[src/rtl/sbc_uart.sv]
// 8N1 UART in the FE00-FE0F I/O window: 1-deep TX holding register, RX FIFO,
// 6809 bus commit on the falling edge of E and a registered active-low IRQ.
module sbc_uart #(
    parameter logic [7:0] DIV_RESET = 8'd3,
    parameter int         RX_DEPTH  = 4
) (
    input  logic       CLKX4,
    input  logic       RESET,
    input  logic       E,
    input  logic       nCSUART,
    input  logic       RnW,
    input  logic [1:0] ADDR,
    input  logic [7:0] DATA_in,
    output logic [7:0] DATA_out,
    output logic       DATA_oe,
    input  logic       RXD,
    output logic       TXD,
    output logic       nIRQ
);
    localparam int PW = $clog2(RX_DEPTH);
    localparam int CW = PW + 1;

    typedef enum logic [2:0] {TX_IDLE, TX_ARM, TX_START, TX_DATA, TX_STOP} tx_state_t;
    typedef enum logic [1:0] {RX_IDLE, RX_START, RX_DATA, RX_STOP} rx_state_t;

    logic       e_q_reg, hit_reg, rnw_q_reg;
    logic [1:0] addr_q_reg;
    logic [7:0] din_q_reg;
    logic [1:0] ctrl_reg;
    logic [7:0] div_reg, tick_cnt_reg;
    logic       tick, commit, wr_data, rd_data, wr_status;

    tx_state_t  tx_state_reg, tx_state_next;
    logic [3:0] tx_tcnt_reg;
    logic [2:0] tx_bit_reg;
    logic [7:0] tx_shift_reg, hold_reg;
    logic       hold_full_reg, tx_load, tx_bit_end;

    rx_state_t  rx_state_reg, rx_state_next;
    logic       rxd_s1_reg, rxd_s2_reg, rxd_s3_reg;
    logic [3:0] rx_tcnt_reg;
    logic [2:0] rx_bit_reg;
    logic [7:0] rx_shift_reg;
    logic       rx_push, rx_fe, rx_sample, rx_mid_start;

    logic [7:0]    fifo_mem [RX_DEPTH];
    logic [PW-1:0] wptr_reg, rptr_reg;
    logic [CW-1:0] count_reg;
    logic          fifo_full, rxav, pop, push_ok, ovr_set;
    logic          fe_reg, ovr_reg, nirq_reg, txe, txidle, irq;

    // Bus: capture during E high, act once on the falling edge of E.
    assign commit    = e_q_reg & ~E & hit_reg;
    assign wr_data   = commit & ~rnw_q_reg & (addr_q_reg == 2'd0);
    assign rd_data   = commit &  rnw_q_reg & (addr_q_reg == 2'd0);
    assign wr_status = commit & ~rnw_q_reg & (addr_q_reg == 2'd1);

    always_ff @(posedge CLKX4) begin
        if (RESET) begin
            e_q_reg    <= 1'b0;
            hit_reg    <= 1'b0;
            rnw_q_reg  <= 1'b1;
            addr_q_reg <= 2'd0;
            din_q_reg  <= 8'd0;
            ctrl_reg   <= 2'd0;
            div_reg    <= DIV_RESET;
        end else begin
            e_q_reg <= E;
            if (E && !nCSUART) begin
                hit_reg    <= 1'b1;
                addr_q_reg <= ADDR;
                rnw_q_reg  <= RnW;
                din_q_reg  <= DATA_in;
            end else if (commit) begin
                hit_reg <= 1'b0;
            end
            if (commit && !rnw_q_reg && addr_q_reg == 2'd2) ctrl_reg <= din_q_reg[1:0];
            if (commit && !rnw_q_reg && addr_q_reg == 2'd3) div_reg  <= din_q_reg;
        end
    end

    // Free-running 16x baud tick; a new divisor is only seen at reload.
    assign tick = (tick_cnt_reg == 8'd0);
    always_ff @(posedge CLKX4) begin
        if (RESET) tick_cnt_reg <= DIV_RESET;
        else       tick_cnt_reg <= tick ? div_reg : tick_cnt_reg - 8'd1;
    end

    // Transmitter
    assign tx_bit_end = tick & (tx_tcnt_reg == 4'd15);
    always_comb begin
        tx_state_next = tx_state_reg;
        tx_load       = 1'b0;
        case (tx_state_reg)
            TX_IDLE:  if (hold_full_reg) begin tx_state_next = TX_ARM; tx_load = 1'b1; end
            TX_ARM:   if (tick) tx_state_next = TX_START;
            TX_START: if (tx_bit_end) tx_state_next = TX_DATA;
            TX_DATA:  if (tx_bit_end && tx_bit_reg == 3'd7) tx_state_next = TX_STOP;
            TX_STOP:  if (tx_bit_end) begin
                          if (hold_full_reg) begin tx_state_next = TX_START; tx_load = 1'b1; end
                          else tx_state_next = TX_IDLE;
                      end
            default:  tx_state_next = TX_IDLE;
        endcase
    end

    always_ff @(posedge CLKX4) begin
        if (RESET) begin
            tx_state_reg  <= TX_IDLE;
            tx_tcnt_reg   <= 4'd0;
            tx_bit_reg    <= 3'd0;
            tx_shift_reg  <= 8'd0;
            hold_reg      <= 8'd0;
            hold_full_reg <= 1'b0;
        end else begin
            tx_state_reg <= tx_state_next;
            if (tx_state_reg == TX_IDLE || tx_state_reg == TX_ARM) tx_tcnt_reg <= 4'd0;
            else if (tick)                                         tx_tcnt_reg <= tx_tcnt_reg + 4'd1;
            if (tx_load) begin
                tx_shift_reg <= hold_reg;
                tx_bit_reg   <= 3'd0;
            end else if (tx_state_reg == TX_DATA && tx_bit_end) begin
                tx_shift_reg <= {1'b0, tx_shift_reg[7:1]};
                tx_bit_reg   <= tx_bit_reg + 3'd1;
            end
            if (tx_load) hold_full_reg <= 1'b0;
            else if (wr_data && !hold_full_reg) begin
                hold_reg      <= din_q_reg;
                hold_full_reg <= 1'b1;
            end
        end
    end

    always_comb begin
        case (tx_state_reg)
            TX_START: TXD = 1'b0;
            TX_DATA:  TXD = tx_shift_reg[0];
            default:  TXD = 1'b1;
        endcase
    end

    // Receiver: only a 1->0 edge arms it, so a held-low break gives a single FE.
    assign rx_sample    = tick & (rx_tcnt_reg == 4'd15);
    assign rx_mid_start = tick & (rx_tcnt_reg == 4'd7);
    always_comb begin
        rx_state_next = rx_state_reg;
        rx_push       = 1'b0;
        rx_fe         = 1'b0;
        case (rx_state_reg)
            RX_IDLE:  if (rxd_s3_reg && !rxd_s2_reg) rx_state_next = RX_START;
            RX_START: if (rx_mid_start) rx_state_next = rxd_s2_reg ? RX_IDLE : RX_DATA;
            RX_DATA:  if (rx_sample && rx_bit_reg == 3'd7) rx_state_next = RX_STOP;
            RX_STOP:  if (rx_sample) begin
                          rx_state_next = RX_IDLE;
                          rx_push       = rxd_s2_reg;
                          rx_fe         = ~rxd_s2_reg;
                      end
            default:  rx_state_next = RX_IDLE;
        endcase
    end

    always_ff @(posedge CLKX4) begin
        if (RESET) begin
            rx_state_reg <= RX_IDLE;
            rxd_s1_reg   <= 1'b1;
            rxd_s2_reg   <= 1'b1;
            rxd_s3_reg   <= 1'b1;
            rx_tcnt_reg  <= 4'd0;
            rx_bit_reg   <= 3'd0;
            rx_shift_reg <= 8'd0;
        end else begin
            rx_state_reg <= rx_state_next;
            rxd_s1_reg   <= RXD;
            rxd_s2_reg   <= rxd_s1_reg;
            rxd_s3_reg   <= rxd_s2_reg;
            if (rx_state_reg == RX_IDLE || (rx_state_reg == RX_START && rx_mid_start))
                rx_tcnt_reg <= 4'd0;
            else if (tick)
                rx_tcnt_reg <= rx_tcnt_reg + 4'd1;
            if (rx_state_reg != RX_DATA) rx_bit_reg <= 3'd0;
            else if (rx_sample) begin
                rx_shift_reg <= {rxd_s2_reg, rx_shift_reg[7:1]};
                rx_bit_reg   <= rx_bit_reg + 3'd1;
            end
        end
    end

    // RX FIFO; a pop frees room for a push landing in the same cycle.
    assign fifo_full = (count_reg == CW'(RX_DEPTH));
    assign rxav      = (count_reg != '0);
    assign pop       = rd_data & rxav;
    assign push_ok   = rx_push & (~fifo_full | pop);
    assign ovr_set   = rx_push & fifo_full & ~pop;

    always_ff @(posedge CLKX4) begin
        if (push_ok) fifo_mem[wptr_reg] <= rx_shift_reg;
    end

    always_ff @(posedge CLKX4) begin
        if (RESET) begin
            wptr_reg  <= '0;
            rptr_reg  <= '0;
            count_reg <= '0;
            fe_reg    <= 1'b0;
            ovr_reg   <= 1'b0;
            nirq_reg  <= 1'b1;
        end else begin
            if (push_ok) wptr_reg <= wptr_reg + 1'b1;
            if (pop)     rptr_reg <= rptr_reg + 1'b1;
            if (push_ok && !pop)      count_reg <= count_reg + 1'b1;
            else if (!push_ok && pop) count_reg <= count_reg - 1'b1;
            fe_reg   <= (fe_reg  & ~wr_status) | rx_fe;
            ovr_reg  <= (ovr_reg & ~wr_status) | ovr_set;
            nirq_reg <= ~irq;
        end
    end

    assign txe    = ~hold_full_reg;
    assign txidle = txe & (tx_state_reg == TX_IDLE);
    assign irq    = (ctrl_reg[0] & rxav) | (ctrl_reg[1] & txe);
    assign nIRQ   = nirq_reg;
    assign DATA_oe = ~nCSUART & RnW;

    always_comb begin
        case (ADDR)
            2'd0:    DATA_out = rxav ? fifo_mem[rptr_reg] : 8'h00;
            2'd1:    DATA_out = {irq, 2'b00, ovr_reg, fe_reg, txidle, txe, rxav};
            2'd2:    DATA_out = {6'b0, ctrl_reg};
            default: DATA_out = div_reg;
        endcase
    end
endmodule

[config.mk]
export PLATFORM = sky130hd
export DESIGN_NAME = sbc_uart
export DESIGN_NICKNAME = d
export VERILOG_FILES = /design/src/rtl/sbc_uart.sv
export SDC_FILE = /design/constraint.sdc
export NUM_CORES = 1
export LEC_CHECK = 0
export ABC_AREA = 1
export BUFFER_PORTS_ARGS = -buffer_cell sky130_fd_sc_hd__buf_2
export CORE_MARGIN = 2
export CORE_UTILIZATION = 47
export DETAILED_ROUTE_END_ITERATION = 16
export HOLD_SLACK_MARGIN = 0.06
export PLACE_DENSITY = 0.76
export SKIP_CTS_REPAIR_TIMING = 1
export SYNTH_ARGS = -nofsm -noshare
export SYNTH_HDL_FRONTEND = slang
export SYNTH_SLANG_ARGS = --single-unit
[constraint.sdc]
create_clock -name CLKX4 -period 3.1 [get_ports CLKX4]
set_input_delay 0.775 -clock CLKX4 [delete_from_list [all_inputs] [get_ports CLKX4]]
set_output_delay 0.775 -clock CLKX4 [all_outputs]
set_load 0.03 [all_outputs]
## Word level (Yosys, flattened, before mapping)

Memory sizes are Yosys's and may differ from the RTL's. A register that Yosys moved wholly into a read port is not among the register bits.
Cells that the tools add are included.

| operators by class | value |
|---|---|
| div/mod/pow operators | 0 |
| mux-type cells | 34 |
| $mul | 0 |
| add/sub/neg operators | 9 |
| $lt $le $gt $ge | 0 |
| eq/ne operators | 28 |
| shift operators | 0 |
| reductions and logical operators | 37 |
| bitwise gates (word level) | 35 |

Operator list:

| cell | count |
|---|---|
| $mux W8 | 4 |
| $pmux W8 S3 | 1 |
| $mux W3 | 7 |
| $and A1 B1 Y1 | 20 |
| $ne A2 B2 Y1 const B | 10 |
| $mux W2 | 8 |
| $pmux W3 S5 | 1 |
| $eq A3 B3 Y1 const B | 4 |
| $logic_and A1 B1 Y1 | 12 |
| $not A1 Y1 | 11 |
| $eq A2 B2 Y1 const B | 5 |
| $mux W1 | 10 |
| $add A3 B1 Y3 const B | 3 |
| $add A4 B1 Y4 const B | 2 |
| $eq A4 B4 Y1 const B | 2 |
| $logic_not A8 Y1 | 1 |
| $pmux W2 S4 | 1 |
| $reduce_or A2 Y1 | 4 |
| $sub A8 B1 Y8 const B | 1 |
| $eq A2 B1 Y1 const B | 3 |
| $eq A3 B2 Y1 const B | 2 |
| $logic_not A1 Y1 | 6 |
| $logic_not A2 Y1 | 3 |
| $reduce_bool A2 Y1 | 3 |
| 12 further kinds | 19 |

| word-level totals | value |
|---|---|
| memories | 1 |
| bits in latches | 0 |
| input port bits | 16 |
| memory bits (writable) | 32 |
| register bits | 88 |
| ROM bits | 0 |

Memories:

| memory | depth | width | rd ports | clocked after memory_dff | wr ports | RTL line | RTL |
|---|---|---|---|---|---|---|---|
| fifo_mem | 4 | 8 | 1 | 1 | 1 | 46 | `logic [7:0] fifo_mem [RX_DEPTH];` |

## Depth between registers and ports, before layout

| logic depth | value |
|---|---|
| depth after elaboration | 12 |
| gate-level depth with buffers | 16 |
| gate-level depth less buffers | 15 |

## Least setup slack after synthesis

Ideal clock, no wire load.

| path | value |
|---|---|
| path kind | input port to flip-flop |
| start point | in E |
| end point | reg count_reg[2] |
| slack | 0.463 ns |
| path buffers | 0 |
| cell stages on the path | 14 |
| arrival | 2.515 ns |
| cells stage by stage | inv_1 nand3_1 nor3_2 nor2_1 inv_2 nand4_2 inv_1 ha_1 inv_1 fa_1 a21oi_1 o21ai_0 o21ai_0 a21oi_1 |

| between the ends | value |
|---|---|
| longest elaborated chain between the ends | 11 |
| elaborated cells between the ends (all ways) | 14 |
| those cells by class | mux: 1; bitwise: 8; reduce/logical: 5 |

Ends and longest elaborated chain:

| element | RTL line | RTL |
|---|---|---|
| start, declared | 9 | `input logic E,` |
| $not A1 Y1 (*) | 53 | `assign commit = e_q_reg & ~E & hit_reg;` |
| $and A1 B1 Y1 (*) (2 in a row) | 53 |  |
| $and A1 B1 Y1 (*) (2 in a row) | 55 | `assign rd_data = commit & rnw_q_reg & (addr_q_reg == 2'd0);` |
| $and A1 B1 Y1 (*) | 191 | `assign pop = rd_data & rxav;` |
| $or A1 B1 Y1 (*) | 192 | `assign push_ok = rx_push & (~fifo_full \| pop);` |
| $and A1 B1 Y1 (*) | 192 |  |
| named net push_ok | 49 | `logic fifo_full, rxav, pop, push_ok, ovr_set;` |
| $logic_not A1 Y1 | 211 | `else if (!push_ok && pop) count_reg <= count_reg - 1'b1;` |
| $logic_and A1 B1 Y1 | 211 |  |
| $reduce_bool A2 Y1 (no source line) | n/a |  |
| end signal, assigned | 210 | `if (push_ok && !pop) count_reg <= count_reg + 1'b1;` |
| end signal, assigned | 211 |  |
| end, declared | 48 | `logic [CW-1:0] count_reg;` |

The timed path passes the listed nets; every way through them passes the cells marked *.
A chain may end at the register's enable or synchronous reset.

## Worst setup path in the final report

| path | value |
|---|---|
| start point | reg count_reg[0] |
| end point | out DATA_out[4] |

| between the ends | value |
|---|---|
| longest elaborated chain between the ends | 3 |

Ends and longest elaborated chain:

| element | RTL line | RTL |
|---|---|---|
| $reduce_bool A3 Y1 | 190 | `assign rxav = (count_reg != '0);` |
| $mux W8 | 226 | `2'd0: DATA_out = rxav ? fifo_mem[rptr_reg] : 8'h00;` |
| $pmux W8 S3 | 225 | `case (ADDR)` |
| end, declared | 14 | `output logic [7:0] DATA_out,` |

Every way passes these cells.

==> Flow_metrics.wiki <==
{| class="wikitable"
! Metric !! Value
|-
| Number of synthesis warnings || 0
|-
| Overall via count from detail_route || 4,369
|-
| H-tree level count || 4
|-
| Average wire per standard cell || ~14 um
|-
| Hpwl dp || just under 8000 um
|-
| Predominant post-synthesis flop cell || dfxtp_1
|-
| Most flop-heavy register || fifo_mem
|-
| N_diodes || 0
|-
| Number of nets in the layout || 689
|-
| # rows || 38
|-
| Final-report setup violation count || 0
|-
| Cts bufs inserted || 17
|-
| Worst-case headroom to the max-slew limit || 53.6%
|-
| Post-synthesis average cell area || 8.34 um2
|-
| Global-route wire length before repair || 19,500 um
|-
| Detailed Route WL || 11,700 um
|-
| Min-delay worst type || reg -> reg
|-
| Number of sinks on the clock net || 122
|-
| CTS tree || done
|-
| Static leakage || 2.46 nW
|-
| Setup clock skew after layout || 0.00661 ns
|-
| Number of flip-flops under the largest register name || 32
|-
| Total Power Consumption || 4.01 mW
|-
| Crit path DAT || 2.10 ns
|-
| Hold Vio Cnt, Final || 0
|-
| Floorplan core area || 10,800 um2
|-
| Post-synthesis register bit count || about 120
|-
| Commonest non-fill, non-tap cell in the layout || nand2_1
|-
| Maximum capacitance violations || 0
|-
| Placer congestion estimate || 0.820
|-
| Post-route fraction of the period consumed by the critical path || 92.8%
|-
| Post-detailed-route count of antenna-violating nets || 0
|-
| Met3 capacity usage during global routing || under 10%
|-
| Async set-reset flop share out of synthesis || 0%
|-
| Synthesized net count || approximately 660
|-
| PD cells || 660 nW/um2
|-
| Library cells used by synthesis || 43
|-
| Number of I/O pins || 27
|-
| Number of global-route vias before repair || 4,144
|-
| Number of DRC markers in iteration 0 || 322
|-
| Global Route met1 Usage || between 20 and 30%
|-
| Worst-case vdd ir drop || 0.393 mV
|-
| Max Buffers Root-to-Sink || 2
|-
| Syn-to-layout area delta || 16.2%
|-
| Skew-Pair Late Insertion Delay || around 0.5 ns
|-
| Critical path fanouts, max || 8
|-
| Tightest Pin Transition || 0.694 ns
|-
| Area of the mapped netlist || about 5200 um2
|-
| Count of port buffers added during placement || 26
|-
| Unrepaired setup endpoints after global routing || no
|-
| Met2 track utilization from global routing || 32.7%
|-
| Die area || 12,000 um2
|-
| Final TNS setup || 0 ns
|-
| Total grt overflow || 0
|-
| Count of final max-slew check failures || 0
|-
| Starting Density || 48.2%
|-
| Die extent in y || 109 um
|-
| CTS clock-pin slew for the worst setup and hold paths || 0.06 ns
|-
| Classification of the worst setup path || reg -> out
|-
| DRC violation count after routing || 0
|-
| Most frequent cells in the layout || nand2_1 (96), nor2_1 (90), dfxtp_1 (90), o21ai_0 (63), inv_1 (61)
|-
| Result of the run || finished, final reports clean
|-
| All-layer global routing usage || 21.1%
|-
| Min Clock Period, post-route || between 2 and 3 ns
|-
| Largest net degree at the start of global routing || 32
|-
| Number of standard cells after synthesis || roughly 630
|-
| Antenna violations before repair || 0
|-
| Die span in x || 109 um
|-
| Root Buffer || clkbuf_8
|-
| Fraction of layout cells with a size suffix above 1 || 13.7%
|-
| Maximum operating frequency || 348 MHz
|-
| Routing layer with the top usage in global route || met2
|-
| Detailed-route vias per instance || 5.38
|-
| Proportion of synthesized chip area in sequential cells || 52.8%
|-
| Count of flip-flops with a built-in enable after synthesis || 32
|-
| Required time worst endpoint || ~2.3 ns
|-
| Number of iterations in the first detailed-routing pass || 5
|-
| Kind of launch point of the worst setup path || flop
|-
| Type of destination of the critical path || output pin
|}
## worst max-delay path: stages (launching register included)
cell and delay [ns]:
dfxtp_1 0.36, nor3_2 0.33, inv_1 0.12, nand2_1 0.09, inv_1 0.12, a22oi_1 0.17, o21ai_0 0.16, buf_2 0.22
## layout make-up
| type | instances | area, um2 |
|---|---|---|
| tap | 140 | 175 |
| timing repair buffer | 37 | 213 |
| fill | 932 | 4760 |
| sequential | 122 | 2760 |
| multi-input combinational | 414 | 2100 |
| clock inverter | 6 | 57.6 |
| clock buffer | 25 | 517 |
| inverter | 68 | 259 |
## synth_stat cells, types with 2 or more instances
library cell	count	share of area [%]
ha_1	12	2.9
inv_1	61	4.4
or2_2	7	0.84
buf_2	4	0.38
buf_6	2	0.43
o21ai_0	63	6.0
dfxtp_1	90	34
nand2_2	2	0.24
nand4_1	4	0.48
o2111ai_1	2	0.33
buf_4	3	0.43
a211oi_1	2	0.29
nand2_1	96	6.9
a31oi_1	2	0.24
clkbuf_1	14	1.0
nor2_1	90	6.5
nand3_1	33	3.2
and3_1	2	0.24
o211ai_1	3	0.43
nor2_2	2	0.24
xnor2_1	2	0.33
nand4_2	3	0.72
inv_2	5	0.36
nor3_1	6	0.57
o22ai_1	8	0.96
edfxtp_1	32	18
a21oi_1	56	5.4
xor2_1	3	0.50
a22oi_1	4	0.57
## kinds of logic after synthesis
logic type      share of synthesized area [%]
xor+xnor                                0.837
simple gates                             20.8
flops                                    52.8
fa+ha+maj                                3.25
buf+inv                                  7.20
compound gates                           15.1
## final timing paths
check | end | cells past startpoint | slack [ns] | from
hold / removal | rxd_s2_reg | 1 | 0.41 | rxd_s1_reg
setup / recovery | DATA_out[4] | 7 | 0.22 | count_reg[0]
hold reg to reg | rxd_s2_reg | 1 | 0.41 | rxd_s1_reg
setup reg to reg | count_reg[2] | 15 | 0.44 | tick_cnt_reg[0]
## metrics by stage
| stage | cells | hold WS, ns | worst slack, ns | utilization, % | cell area (um2) |
|---|---|---|---|---|---|
| 2_1_floorplan | 627 | 0.389 | 0.463 | - | 5230 |
| 3_3_place_gp | 781 | 0.397 | 0.216 | 50.7 | 5500 |
| 3_5_place_dp | 781 | 0.395 | 0.102 | 50.7 | 5500 |
| 4_1_cts | 812 | 0.408 | 0.0588 | 56.0 | 6070 |
| 5_1_grt | 812 | 0.419 | 0.0832 | 56.1 | 6080 |
| 6_report | 812 | 0.406 | 0.223 | 56.1 | 6080 |
## per-layer routing
metal	vias up	part of all wire, %
li1	2165	-
met4	0	1.9
met5	-	0
met3	25	5.7
met1	2042	46
met2	137	46
## where the power goes
group          switching (mW)  internal [mW]  total [mW]
logic                   0.261          0.133       0.394
clock network           0.664           1.21        1.88
registers              0.0544           1.69        1.74
Note: power is estimated with default switching activity, not from simulation.
